`config.mk`:
```
export PLATFORM = sky130hd
export DESIGN_NAME = d_ras
export DESIGN_NICKNAME = d
export VERILOG_FILES = /design/src/rtl/d_ras.sv
export SDC_FILE = /design/constraint.sdc
export NUM_CORES = 1
export LEC_CHECK = 0
export CORE_UTILIZATION = 43
export CTS_BUF_LIST = sky130_fd_sc_hd__clkbuf_4
export CTS_CLUSTER_DIAMETER = 150
export DETAILED_ROUTE_END_ITERATION = 7
export GPL_TIMING_DRIVEN = 0
export SYNTH_ARGS = -nofsm -noshare
export SYNTH_HDL_FRONTEND = slang
export SYNTH_SLANG_ARGS = --single-unit
```
`constraint.sdc`:
```
create_clock -name clk -period 2.75 [get_ports clk]
set_input_delay 0.4125 -clock clk [delete_from_list [all_inputs] [get_ports clk]]
set_output_delay 0.4125 -clock clk [all_outputs]
set_load 0.005 [all_outputs]
```
`src/rtl/d_ras.sv`:
```
// Return-address stack for the D stage: pushes jal/jalr link values and predicts jr $ra targets.
// Circular buffer indexed by a wrapping top pointer; the oldest entry is silently lost on overflow.
module d_ras #(
    parameter int DEPTH = 8,
    parameter int PTR_W = 3
) (
    input  logic             clk,
    input  logic             reset,
    input  logic             D_en,
    input  logic             D_push,
    input  logic [31:0]      D_pushAddr,
    input  logic             D_pop,
    input  logic             clear,
    output logic [31:0]      D_predAddr,
    output logic             D_predValid,
    output logic [PTR_W:0]   D_count,
    output logic             D_overflow
);

    localparam logic [PTR_W:0] FULL = (PTR_W+1)'(DEPTH);

    logic [DEPTH-1:0][29:0] mem;
    logic [PTR_W-1:0]       top;
    logic [PTR_W:0]         count;
    logic                   overflow;

    logic [PTR_W-1:0] top_inc;
    logic [PTR_W-1:0] top_dec;
    logic             empty;

    assign top_inc = top + PTR_W'(1);
    assign top_dec = top - PTR_W'(1);
    assign empty   = (count == '0);

    // mem is not cleared by clear, so the prediction must be gated on count
    assign D_predAddr  = empty ? 32'h0 : {mem[top], 2'b00};
    assign D_predValid = !empty;
    assign D_count     = count;
    assign D_overflow  = overflow;

    always_ff @(posedge clk or negedge reset) begin
        if (!reset) begin
            mem      <= '0;
            top      <= '0;
            count    <= '0;
            overflow <= 1'b0;
        end else if (clear) begin
            top      <= '0;
            count    <= '0;
            overflow <= 1'b0;
        end else if (D_en) begin
            if (D_push && D_pop && !empty) begin
                // jalr $ra,$ra: replace the top entry in place
                mem[top] <= D_pushAddr[31:2];
            end else if (D_push) begin
                top          <= top_inc;
                mem[top_inc] <= D_pushAddr[31:2];
                if (count == FULL) overflow <= 1'b1;
                else               count    <= count + 1'b1;
            end else if (D_pop && !empty) begin
                top   <= top_dec;
                count <= count - 1'b1;
            end
        end
    end

endmodule
```
---- Word level (Yosys, flattened, before mapping) ----
Index checks and enable logic that the tools add are counted.
storage, ports and cells
  logic and storage cells ................. 66
  bits in registers ....................... 248
  output and inout port bits .............. 38
operators by class
  bitwise gates (word level) .............. 1
  reduce and logical (&&, ||, !) cells .... 16
  order comparisons ....................... 4
  equal/unequal tests ..................... 3
  multiplexer cells ....................... 27
  $add $sub $neg .......................... 4
operators by type and width
  kind                 number
  $bwmux 240           2
  $mux 240             2
  $demux 30 s3         2
  $bmux 30 s3          1
  $mux 30              3
  $mux 32              1
  $mux 4               6
  $mux 3               5
  $lt 3x4->1 const B   2
  $reduce_and 4->1     2
  $reduce_bool 2->1    4
  $ge 3x1->1 const B   2
  $reduce_and 3->1     2
  $logic_and 1x1->1    5
  $mux 1               5
  $add 4x1->4 const B  1
  $eq 4x4->1 const B   1
  $logic_not 4->1      1
  $sub 4x1->4 const B  1
  $add 3x1->3 const B  1
  $ne 3x3->1 const B   1
  $reduce_bool 3->1    1
  $sub 3x1->3 const B  1
  $ne 2x2->1 const B   1
  other kinds (2)      2

---- Depth between registers and ports, before layout ----
Gate-level depths: netlist of the first run.
  depth after elaboration ................. 8
  mapped depth ............................ 12

---- Worst setup path after synthesis of the first run ----
OpenSTA, ideal clock, no wires.
  path type ............................... reg2reg
  start point ............................. reg top[0]
  end point ............................... reg mem[119] in the netlist's numbering
  data required time ...................... 2.625 ns
  arrival ................................. 2.909 ns
  clock period less this slack ............ 3.034 ns
  buffers on the path ..................... 6
  path slack .............................. -0.284 ns
  cell stages (with the launch flop) ...... 13
  cell sequence ........................... dfrtp_1 > clkbuf_8 > buf_6 > buf_4 > buf_2 > clkinv_1 > ha_1 > clkbuf_4 > nor2b_1 > o2111ai_1 > a31oi_4 > buf_6 > mux2_4
between the ends
  word-level cells in the longest chain between the ends .. 8
  elaborated cells on any way between the ends .. 15
ends and longest elaborated chain
  what                                                            line  RTL
  start: declaration                                              23    logic [PTR_W-1:0] top;
  start signal: assignment                                        56    top <= top_inc;
  start signal: assignment                                        61    top <= top_dec;
  $add 3x1->3                                                     31    assign top_inc = top + PTR_W'(1);
  $lt 3x4->1 (implied by the code) or $ge 3x1->1 (tied branches)  57    mem[top_inc] <= D_pushAddr[31:2];
  $logic_and 1x1->1 (implied by the code)                         57
  $mux 30 (implied by the code)                                   57
  $demux 30 s3                                                    57
  $bwmux 240                                                      57
  $mux 240                                                        55    end else if (D_push) begin
  $mux 240 (*)                                                    52    if (D_push && D_pop && !empty) begin
  end signal: indexed assignment                                  54    mem[top] <= D_pushAddr[31:2];
  end signal: indexed assignment                                  57
  end: declaration                                                22    logic [DEPTH-1:0][29:0] mem;
Every way passes the cells marked *; elsewhere a longest branch is shown, timed or not. The select of a mux whose other input is x is not followed.
A chain may end at the register's enable or synchronous reset.

---- Worst setup path in the final report of the first run ----
  start point ............................. reg top[1]
  end point ............................... out D_predAddr[16]
between the ends
  word-level cells in the longest chain between the ends .. 3
ends and longest elaborated chain
  what                           line  RTL
  $bmux 30 s3                    36    assign D_predAddr = empty ? 32'h0 : {mem[top], 2'b00};
  $mux 30 (implied by the code)  36
  $mux 32                        36
  end: declaration               14    output logic [31:0] D_predAddr,
No other way between the ends. The select of a mux whose other input is x is not followed.

==> run metrics, run 1 <==
Nets 1202; delay-heaviest family, CP compound AO/OA/AOI/OAI gates; DP HPWL 21500 um; WP buf/inv 4; CP Max Fanout 8; GPL Wtd Cong 0.878; Tightest Pin Transition 650 ps; first-pass GRT wire length 61200 um; clock-pin slew on the worst setup and hold paths 60 ps; Total Routing Usage GR 28.7%; Worst Skew 38.5 ps; Max-cap violations 0; worst vdd ir 361 uV; Clock Sinks 248; post-synth top area cell dfrtp_1; Worst Hold Class in2reg; Syn Area/Cell 14.2 sq um; Detail Route Antenna Nets 0; routed length on met1 18300 um; R2R Path End mem[151]$_DFFE_PN0P_; total die area 0.0297 sq mm; clock root cell clkbuf_4; # H-tree levels 3; min cycle time layout 3040 ps; critical path type reg2out; flops & latches, synth 248; Max Freq 329 MHz; fillcell total 1959; WP data required 2340 ps; Slew HR 56.7%; Top Metal Used met4; status finished, violations left; Post-Syn Area 0.0125 sq mm; CP Capture Type output pin; Worst Hold End top[0]$_DFFE_PN0P_; Critical Path Start top[1]$_DFFE_PN0P_; ys flop type dfrtp_1; worst path cell trace buf_12, buf_6, buf_12, mux2_4, a222oi_1, a21oi_4, buf_2; Initial Util 44.3%; top cell type's share of synthesized area 49.7%; TritonCTS clock tree done; number of port buffers 70; core area 0.0282 sq mm; DRT Wirelength 43600 um; HP Start D_en; multi-input logic area 0.00675 sq mm; slowest stage delay, CP 510 ps; leakage power 8.10 nW; RSZ-0062 raised after global routing yes; Hold Vio Cnt, Final 0; setup TNS -24950 ps; largest net degree at the start of global routing 106; design area 0.0179 sq mm; critical path's slowest cell a222oi_1; Detail Route met2 WL 19700 um; Clock Latency Late Sink 710 ps; layout cells sized above 1 59.5%; Syn. warnings 0; GRT overflow 0; drt pass-1 iters 5; reg2reg start top[0]$_DFFE_PN0P_; initial antenna violation count 1; number of enable-type register cells in the synthesized netlist 0; FF+latch area 0.00621 sq mm; Cells after Synth 876; post-synthesis cell type count 69; routed wire length per instance 27.5 um; total CTS buffers 71; worst endpoint data arrival time 2630 ps; P&R area growth vs syn 43.6%; DR DRC count 0; slack of the critical path -294 ps; Placed Cells 1327; Post-DP Area 0.0137 sq mm; cell mode on critical path buf_12; pre-CTS WS -838 ps; Area contributors post-synth dfrtp_1, mux2_2, mux2_4, mux4_2, buf_6; Via density 5.88; max-slew violation count 0; commonest cells in the netlist dfrtp_1, mux2_2, mux2_4, a21oi_1, nand2_1; R2R setup slack -230 ps; violations in the final reports negative setup slack; drt first-iter violations 647; r2r worst-path depth 15; Final Total Pwr 15.2 mW; Die X-Extent 172 um; crit path launch type flop; Tcrit/Tclk final 111%; Post-Layout Cell Count 1582; top-count cell post-synth dfrtp_1; DIE HEIGHT 172 um; vias in the first global route 9547; Final setup violation count 238; async set-or-reset flop fraction in the synthesized netlist 100%; Rows 61; Ports 76; Hold Crit Depth 4; P per Cell Area 846 mW/mm^2; via count 9302; Seq/Total Area, Yosys 49.7%; routed wl met3 3530 um; Clock Tree Buf Depth 3
## sequential cells by signal, indices dropped and copies added, names as in the netlist
name        count
mem           240
top             3
D_overflow      1
D_count         4
## worst register-to-register path: cells and delay by family (launching register included)
kind            cells  cell delay (ps)
mux                 1              300
buf+inv            10             1400
compound gates      2              410
flops               1              440
simple gates        1              120
fa+ha+maj           1              200
## metrics by stage
stage | hold WS (ps) | util, %
floorplan | 117 | -
global placement | 468 | 48.6
detailed placement | 329 | 48.8
CTS | 166 | 60.8
global route | 174 | 63.6
finish | 179 | 63.6
## layout make-up
type	count	area share [%]
repair buffers	217	13.9
flip-flops and latches	248	34.7
inverters	8	0.272
multi-input cells	552	37.7
clock inverters	12	0.594
well taps	378	2.64
clock buffers	105	4.40
diodes	1	0.0140
plain buffers	61	5.87
## worst max-delay path by stage
stage | end | slack (ps) | cells past startpoint
floorplan | mem[0]$_DFFE_PN0P_ | 3 | 12
global placement | top[0]$_DFFE_PN0P_ | -10760 | 1
detailed placement | mem[19]$_DFFE_PN0P_ | -840 | 11
CTS | D_predAddr[11] | -210 | 10
global route | D_predAddr[16] | -350 | 6
finish | D_predAddr[16] | -290 | 7
## metal layers
layer / up-vias / track usage (%)
li1: 3855 / -
met1: 4894 / 38.8
met2: 431 / 42.3
met3: 122 / 6.91
met4: 0 / 16.0
met5: - / 0
## cell usage in the layout, fill, tap and decap left out, drive strengths merged, types with 3 or more instances in the layout
| master | netlist | layout |
|---|---|---|
| mux2 | 262 | 262 |
| dfrtp | 248 | 248 |
| buf | 45 | 214 |
| clkbuf | 21 | 125 |
| clkdlybuf4s50 | 0 | 38 |
| a21oi | 30 | 30 |
| nand2 | 28 | 28 |
| mux2i | 25 | 25 |
| nor2 | 24 | 24 |
| mux4 | 22 | 22 |
| a221oi | 21 | 21 |
| a22oi | 14 | 14 |
| o211ai | 10 | 10 |
| clkinv | 2 | 10 |
| o21a | 9 | 9 |
| a31oi | 9 | 9 |
| nor2b | 9 | 9 |
| o21ai | 8 | 8 |
| nand3 | 7 | 7 |
| nand4 | 6 | 6 |
| inv | 6 | 6 |
| o2111ai | 6 | 6 |
| a22o | 5 | 5 |
| o2bb2ai | 5 | 5 |
| o22ai | 4 | 4 |
| ha | 4 | 4 |
| and2 | 4 | 4 |
| a21o | 3 | 3 |
| nand3b | 3 | 3 |
| or2 | 3 | 3 |
## where the power goes
group          leakage [nW]  switching (mW)  internal (mW)  total, mW
Combinational          4.29            2.57           3.58       6.15
Clock                 0.531            1.63           1.92       3.55
Sequential             3.28           0.713           4.74       5.45
## cells by family after synthesis
kind of cell | after synthesis | synth area share, %
multiplexers | 309 | 31.7
adder cells (fa/ha/maj) | 5 | 0.562
flip-flops | 248 | 49.7
AO/OA/AOI/OAI | 133 | 8.61
AND/OR/NAND/NOR | 101 | 4.24
XOR/XNOR | 2 | 0.140
buffers and inverters | 77 | 4.93
other | 1 | 0.0301
## repair_timing
| action | 4_1_cts | 5_1_grt |
|---|---|---|
| buffers inserted | 98 | 41 |
| gates cloned | 24 | 2 |
| pin swaps | 66 | 56 |
| setup endpoints to repair | 272 | 258 |
| hold buffers | 1 | 0 |
| hold endpoints to repair | 41 | 0 |
| resized for setup | 369 | 257 |
Note: power is estimated with default switching activity, not from simulation.
==> run 2, diff against run 1 <==
--- a/config.mk
+++ b/config.mk
@@ -5,11 +5,14 @@
 export SDC_FILE = /design/constraint.sdc
 export NUM_CORES = 1
 export LEC_CHECK = 0
+export CELL_PAD_IN_SITES_DETAIL_PLACEMENT = 1
+export CELL_PAD_IN_SITES_GLOBAL_PLACEMENT = 1
 export CORE_UTILIZATION = 43
 export CTS_BUF_LIST = sky130_fd_sc_hd__clkbuf_4
-export CTS_CLUSTER_DIAMETER = 150
+export CTS_CLUSTER_DIAMETER = 100
 export DETAILED_ROUTE_END_ITERATION = 7
 export GPL_TIMING_DRIVEN = 0
+export PLACE_DENSITY_LB_ADDON = 0.1
 export SYNTH_ARGS = -nofsm -noshare
 export SYNTH_HDL_FRONTEND = slang
 export SYNTH_SLANG_ARGS = --single-unit
==> run metrics, run 2 (synthesis results as in run 1) <==
Pint 10.4 mW (+1.4%); WP data required 2340 ps (about the same); Hold Slack 148 ps (-31.6 ps); GPL Wtd Cong 0.784 (-11%); CP Capture Type output pin; Final setup violation count 234 (-1.7%); Worst Skew 51.0 ps (+12.5 ps); Clock Latency Late Sink 750 ps (+40 ps); first-pass GRT wire length 73900 um (+21%); P per Cell Area 885 mW/mm^2 (+4.6%); Clk pwr share 23.6% (+0.2 points); TritonCTS clock tree done; total die area 0.0297 sq mm (unchanged); Slew HR 57.9% (+1.2 points); RSZ-0062 raised after global routing yes; Nets 1207 (+0.42%); slack of the critical path -371 ps (-77.5 ps); Initial Util 44.3% (unchanged); Max-cap violations 0 (unchanged); slowest stage delay, CP 420 ps (-90 ps); initial antenna violation count 1 (unchanged); critical path's slowest cell dfrtp_2; design area 0.0181 sq mm (+1.0%); clock root cell clkbuf_4; status finished, violations left; worst vdd ir 355 uV (-1.6%); FF+latch area 0.00621 sq mm (unchanged); Via density 6.07 (+3.2%); Worst Hold Class in2reg; CP Max Fanout 6 (-2); r2r worst-path depth 13 (-2); Ports 76 (unchanged); delay-heaviest family, CP buffers and inverters; largest net degree at the start of global routing 100 (-5.7%); Rows 61 (unchanged); Critical Path Start top[0]$_DFFE_PN0P_; DP HPWL 22900 um (+6.4%); # H-tree levels 3 (unchanged); DIE HEIGHT 172 um (unchanged); Detail Route Antenna Nets 0 (unchanged); drt pass-1 iters 5 (unchanged); DR DRC count 0 (unchanged); violations in the final reports negative setup slack; total CTS buffers 72 (+1.4%); reg2reg start top[0]$_DFFE_PN0P_; multi-input logic area 0.00682 sq mm (+1.1%); layout cells sized above 1 60.5% (+0.99 points); Die X-Extent 172 um (unchanged); Post-Layout Cell Count 1597 (+0.95%); critical path type reg2out; Hold Vio Cnt, Final 0 (unchanged); worst path cell trace clkbuf_16, buf_16, mux2_2, a221oi_2, o22ai_1, and2_4, dlygate4sd2_1; routed wire length per instance 32.8 um (+19%); Tightest Pin Transition 631 ps (-18.3 ps); Sw Ratio 35.2% (+2.8 points); Final Util 64.3% (+0.66 points); WP buf/inv 3 (-1); fillcell total 2570 (+31%); most frequent cells in the layout mux2_4, dfrtp_1, clkbuf_4, buf_12, buf_4; R2R setup slack -270 ps (-40 ps); core area 0.0282 sq mm (unchanged); Combinational Power Share 41.6% (+1.0 points); commonest non-fill, non-tap cell in the layout mux2_4; Clock Sinks 248 (unchanged); R2R Path End mem[226]$_DFFE_PN0P_; worst setup path endpoint D_predAddr[15]; Clock Tree Buf Depth 3 (unchanged); via count 9693 (+4.2%); P&R area growth vs syn 45.1%; NetSw 5.64 mW (+15%); crit path launch type flop; Top reg by flops mem; max-slew violation count 0 (unchanged); DRT Wirelength 52300 um (+20%); Total Routing Usage GR 35.0% (+6.3 points); Max Freq 320 MHz (-2.5%); Placed Cells 1327 (unchanged); GRT overflow 0 (unchanged); min cycle time layout 3120 ps (+77.5 ps); drt first-iter violations 731 (+13%); Seq pwr share 34.9% (-1.1 points); max FFs per register 240 (unchanged); Tcrit/Tclk final 113% (+2.8 points); worst endpoint data arrival time 2710 ps (+80 ps); vias in the first global route 10800 (+13%); leakage power 8.17 nW (+0.78%); Post-DP Area 0.0137 sq mm (unchanged); Levels on crit path 7 (unchanged); number of port buffers 70 (unchanged); clock-pin slew on the worst setup and hold paths 60 ps (about the same)
==> run 2: worst min-delay path by stage <==
stage / from / end / slack, ps / depth (start not counted)
6_report: D_en / top[0]$_DFFE_PN0P_ / 150 / 4
3_5_place_dp: reset / mem[22]$_DFFE_PN0P_ / 390 / 1
5_1_grt: D_en / top[0]$_DFFE_PN0P_ / 180 / 4
4_1_cts: D_en / top[1]$_DFFE_PN0P_ / 140 / 5
2_1_floorplan: reset / D_count[0]$_DFFE_PN0P_ / 120 / 0
3_3_place_gp: mem[124]$_DFFE_PN0P_ / mem[124]$_DFFE_PN0P_ / 460 / 1
==> run 2: worst register-to-register path: cells and delay by family (launching register included) <==
family / cells / cell delay [ps]
adder cells (fa/ha/maj): 1 / 280
AO/OA/AOI/OAI: 2 / 530
AND/OR/NAND/NOR: 1 / 210
flip-flops: 1 / 420
buffers and inverters: 8 / 1160
multiplexers: 1 / 320
==> run 2: area by class of cell <==
type / instances / share of cell area (%)
clock inverters: 20 / 0.622
repair buffers: 219 / 13.8
clock buffers: 108 / 4.48
well taps: 378 / 2.61
flip-flops and latches: 248 / 34.3
diodes: 1 / 0.0138
plain buffers: 63 / 6.08
multi-input cells: 552 / 37.7
inverters: 8 / 0.346
==> run 2: metrics by stage <==
step / power (mW) / setup TNS [ps] / worst slack (ps)
floorplan: 7.96 / 0 / 2.83
global placement: 9.54 / -2674100 / -10810
detailed placement: 9.68 / -238500 / -978
CTS: 14.9 / -13410 / -246
global route: 16.6 / -39280 / -488
finish: 16.0 / -31240 / -371
==> run 2: power by group through the flow <==
| stage | clock network [mW] | registers (mW) | logic (mW) |
|---|---|---|---|
| 3_3_place_gp | 0 | 5.35 | 4.19 |
| 2_1_floorplan | 0 | 5.19 | 2.77 |
| 6_report | 3.78 | 5.58 | 6.66 |
| 3_5_place_dp | 0 | 5.39 | 4.29 |
| 5_1_grt | 3.99 | 5.66 | 6.91 |
| 4_1_cts | 3.65 | 5.38 | 5.82 |
==> run 2: repair_timing <==
action | CTS | global route
buffers inserted | 117 | 34
resized for setup | 512 | 146
pin swaps | 64 | 47
endpoints found under the setup margin | 273 | 242
hold buffers | 1 | 0
endpoints found under the hold margin | 54 | 0
cloned | 24 | 1
==> run 2: routing by layer <==
layer / vias up / share of wire, % / track usage [%]
met4: 0 / 5.5 / 21.8
met2: 495 / 47 / 55.2
met3: 175 / 6.0 / 7.05
met1: 5147 / 42 / 44.3
li1: 3876 / - / -
met5: - / 0 / 0
==> run 3, diff against run 2 <==
--- a/config.mk
+++ b/config.mk
@@ -13,6 +13,7 @@
 export DETAILED_ROUTE_END_ITERATION = 7
 export GPL_TIMING_DRIVEN = 0
 export PLACE_DENSITY_LB_ADDON = 0.1
+export SLEW_MARGIN = 20
 export SYNTH_ARGS = -nofsm -noshare
 export SYNTH_HDL_FRONTEND = slang
 export SYNTH_SLANG_ARGS = --single-unit
==> run metrics, run 3 (synthesis results as in run 1) <==
Seq pwr share 34.9% (about the same); Critical Path Start top[0]$_DFFE_PN0P_; DIE HEIGHT 172 um (unchanged); Clk pwr share 25.1% (+1.5 points); HP Start D_en; worst vdd ir 365 uV (+2.6%); Via density 6.10 (+0.47%); largest net degree at the start of global routing 96 (-4.0%); clock root cell clkbuf_4; GPL Wtd Cong 0.784 (unchanged); Worst Skew 54.8 ps (+3.78 ps); first-pass GRT wire length 75100 um (+1.7%); crit path launch type flop; P per Cell Area 887 mW/mm^2 (+0.17%); Detail Route Antenna Nets 0 (unchanged); vias in the first global route 10700 (-0.95%); Tightest Pin Transition 539 ps (-92.7 ps); R2R Path End mem[153]$_DFFE_PN0P_; core area 0.0282 sq mm (unchanged); Post-Layout Cell Count 1590 (-0.44%); worst setup path endpoint D_predAddr[26]; Max-cap violations 0 (unchanged); fillcell total 2591 (+0.82%); critical path type reg2out; max-slew violation count 0 (unchanged); GRT overflow 0 (unchanged); r2r worst-path depth 13 (unchanged); slack of the critical path -312 ps (+59.0 ps); Final setup violation count 257 (+9.8%); CP Max Fanout 6 (unchanged); min cycle time layout 3060 ps (-59.0 ps); clock-pin slew on the worst setup and hold paths 60 ps (about the same); Final Util 63.8% (-0.45 points); Initial Util 44.3% (unchanged); Hold Slack 185 ps (+37.2 ps); Total Routing Usage GR 35.7% (+0.68 points); R2R setup slack -170 ps (+100 ps); # H-tree levels 3 (unchanged); DR DRC count 0 (unchanged); most frequent cells in the layout mux2_4, dfrtp_1, clkbuf_4, buf_4, buf_12; DRT Wirelength 52200 um (-0.17%); TritonCTS clock tree done; CP Capture Type output pin; total CTS buffers 72 (unchanged); Max Freq 327 MHz (+1.9%); P&R area growth vs syn 44.1%; Clock Tree Buf Depth 3 (unchanged); reg2reg start top[0]$_DFFE_PN0P_; worst endpoint data arrival time 2650 ps (-60 ps); leakage power 8.15 nW (-0.25%); NetSw 5.50 mW (-2.5%); Pint 10.4 mW (+0.53%); Worst Hold Class in2reg; layout cells sized above 1 60.4% (-0.063 points); total die area 0.0297 sq mm (unchanged); Hold Vio Cnt, Final 0 (unchanged); status finished, violations left; via count 9696 (+0.031%); RSZ-0062 raised after global routing yes; Placed Cells 1327 (unchanged); Clock Sinks 248 (unchanged); Die X-Extent 172 um (unchanged); initial antenna violation count 1 (unchanged); drt first-iter violations 701 (-4.1%); Clock Latency Late Sink 730 ps (-20 ps); Slew HR 64.1% (+6.2 points); Nets 1198 (-0.75%); Combinational Power Share 40.0% (-1.6 points); max FFs per register 240 (unchanged); Ports 76 (unchanged); Top reg by flops mem; Rows 61 (unchanged); routed wire length per instance 32.9 um (+0.27%); pre-CTS WS -975 ps (+3.19 ps); violations in the final reports negative setup slack; drt pass-1 iters 5 (unchanged); number of port buffers 70 (unchanged); WP data required 2340 ps (about the same); commonest non-fill, non-tap cell in the layout mux2_4; Sw Ratio 34.5% (-0.69 points); DP HPWL 22800 um (-0.30%); Tcrit/Tclk final 111% (-2.1 points)
[run 3: area by class of cell]
class                   count  area, sq um  area share [%]
clock inverters            11          109           0.606
well taps                 378          473            2.63
repair buffers            209         2350            13.1
diodes                      1         2.50          0.0139
plain buffers              64         1120            6.22
multi-input cells         552         6740            37.5
clock buffers             119          893            4.97
flip-flops and latches    248         6210            34.6
inverters                   8         62.6           0.348
[run 3: stage by stage]
stage                      TNS, ps  total power, mW  instance area (sq um)
after floorplan                  0             7.96                  12500
after CTS                   -23590             15.1                  17900
after detailed placement   -235390             9.67                  13700
after global placement    -2674100             9.54                  13700
final                       -28070             15.9                  18000
after global routing        -33070             16.5                  18000
[run 3: layer usage]
metal	wire length (um)	vias to the layer above	part of all wire [%]	GRT usage, %
li1	-	3864	-	-
met1	21100	5171	40	46.1
met2	25100	476	48	57.3
met3	3370	185	6.5	7.03
met4	2690	0	5.1	17.7
met5	0	-	0	0
[run 3: critical path, cell delays in order, from the launching register on]
cell and delay (ps):
dfrtp_2 420, clkbuf_16 190, buf_4 230, buf_12 140, nor2_4 50, buf_12 140, a22o_1 240, a221oi_2 340
nor2_1 60, buf_2 130
[run 3: worst min-delay path by stage]
stage	to	cells past startpoint
after floorplan	D_count[0]$_DFFE_PN0P_	0
after global placement	mem[124]$_DFFE_PN0P_	1
after detailed placement	mem[22]$_DFFE_PN0P_	1
after CTS	top[1]$_DFFE_PN0P_	5
after global routing	top[1]$_DFFE_PN0P_	5
final	top[0]$_DFFE_PN0P_	4
[run 3: repair_timing]
action | CTS | global route
resized for setup | 531 | 100
endpoints found under the hold margin | 58 | 0
endpoints found under the setup margin | 272 | 271
cloned | 29 | 4
hold buffers | 1 | 0
pin swaps | 81 | 42
setup buffers | 101 | 27
[run 3: power groups by stage]
stage                     logic (mW)  clock network (mW)  registers (mW)
after CTS                       5.80                3.92            5.39
final                           6.38                3.99            5.57
after detailed placement        4.28                   0            5.39
after floorplan                 2.77                   0            5.19
after global placement          4.19                   0            5.35
after global routing            6.63                4.20            5.64
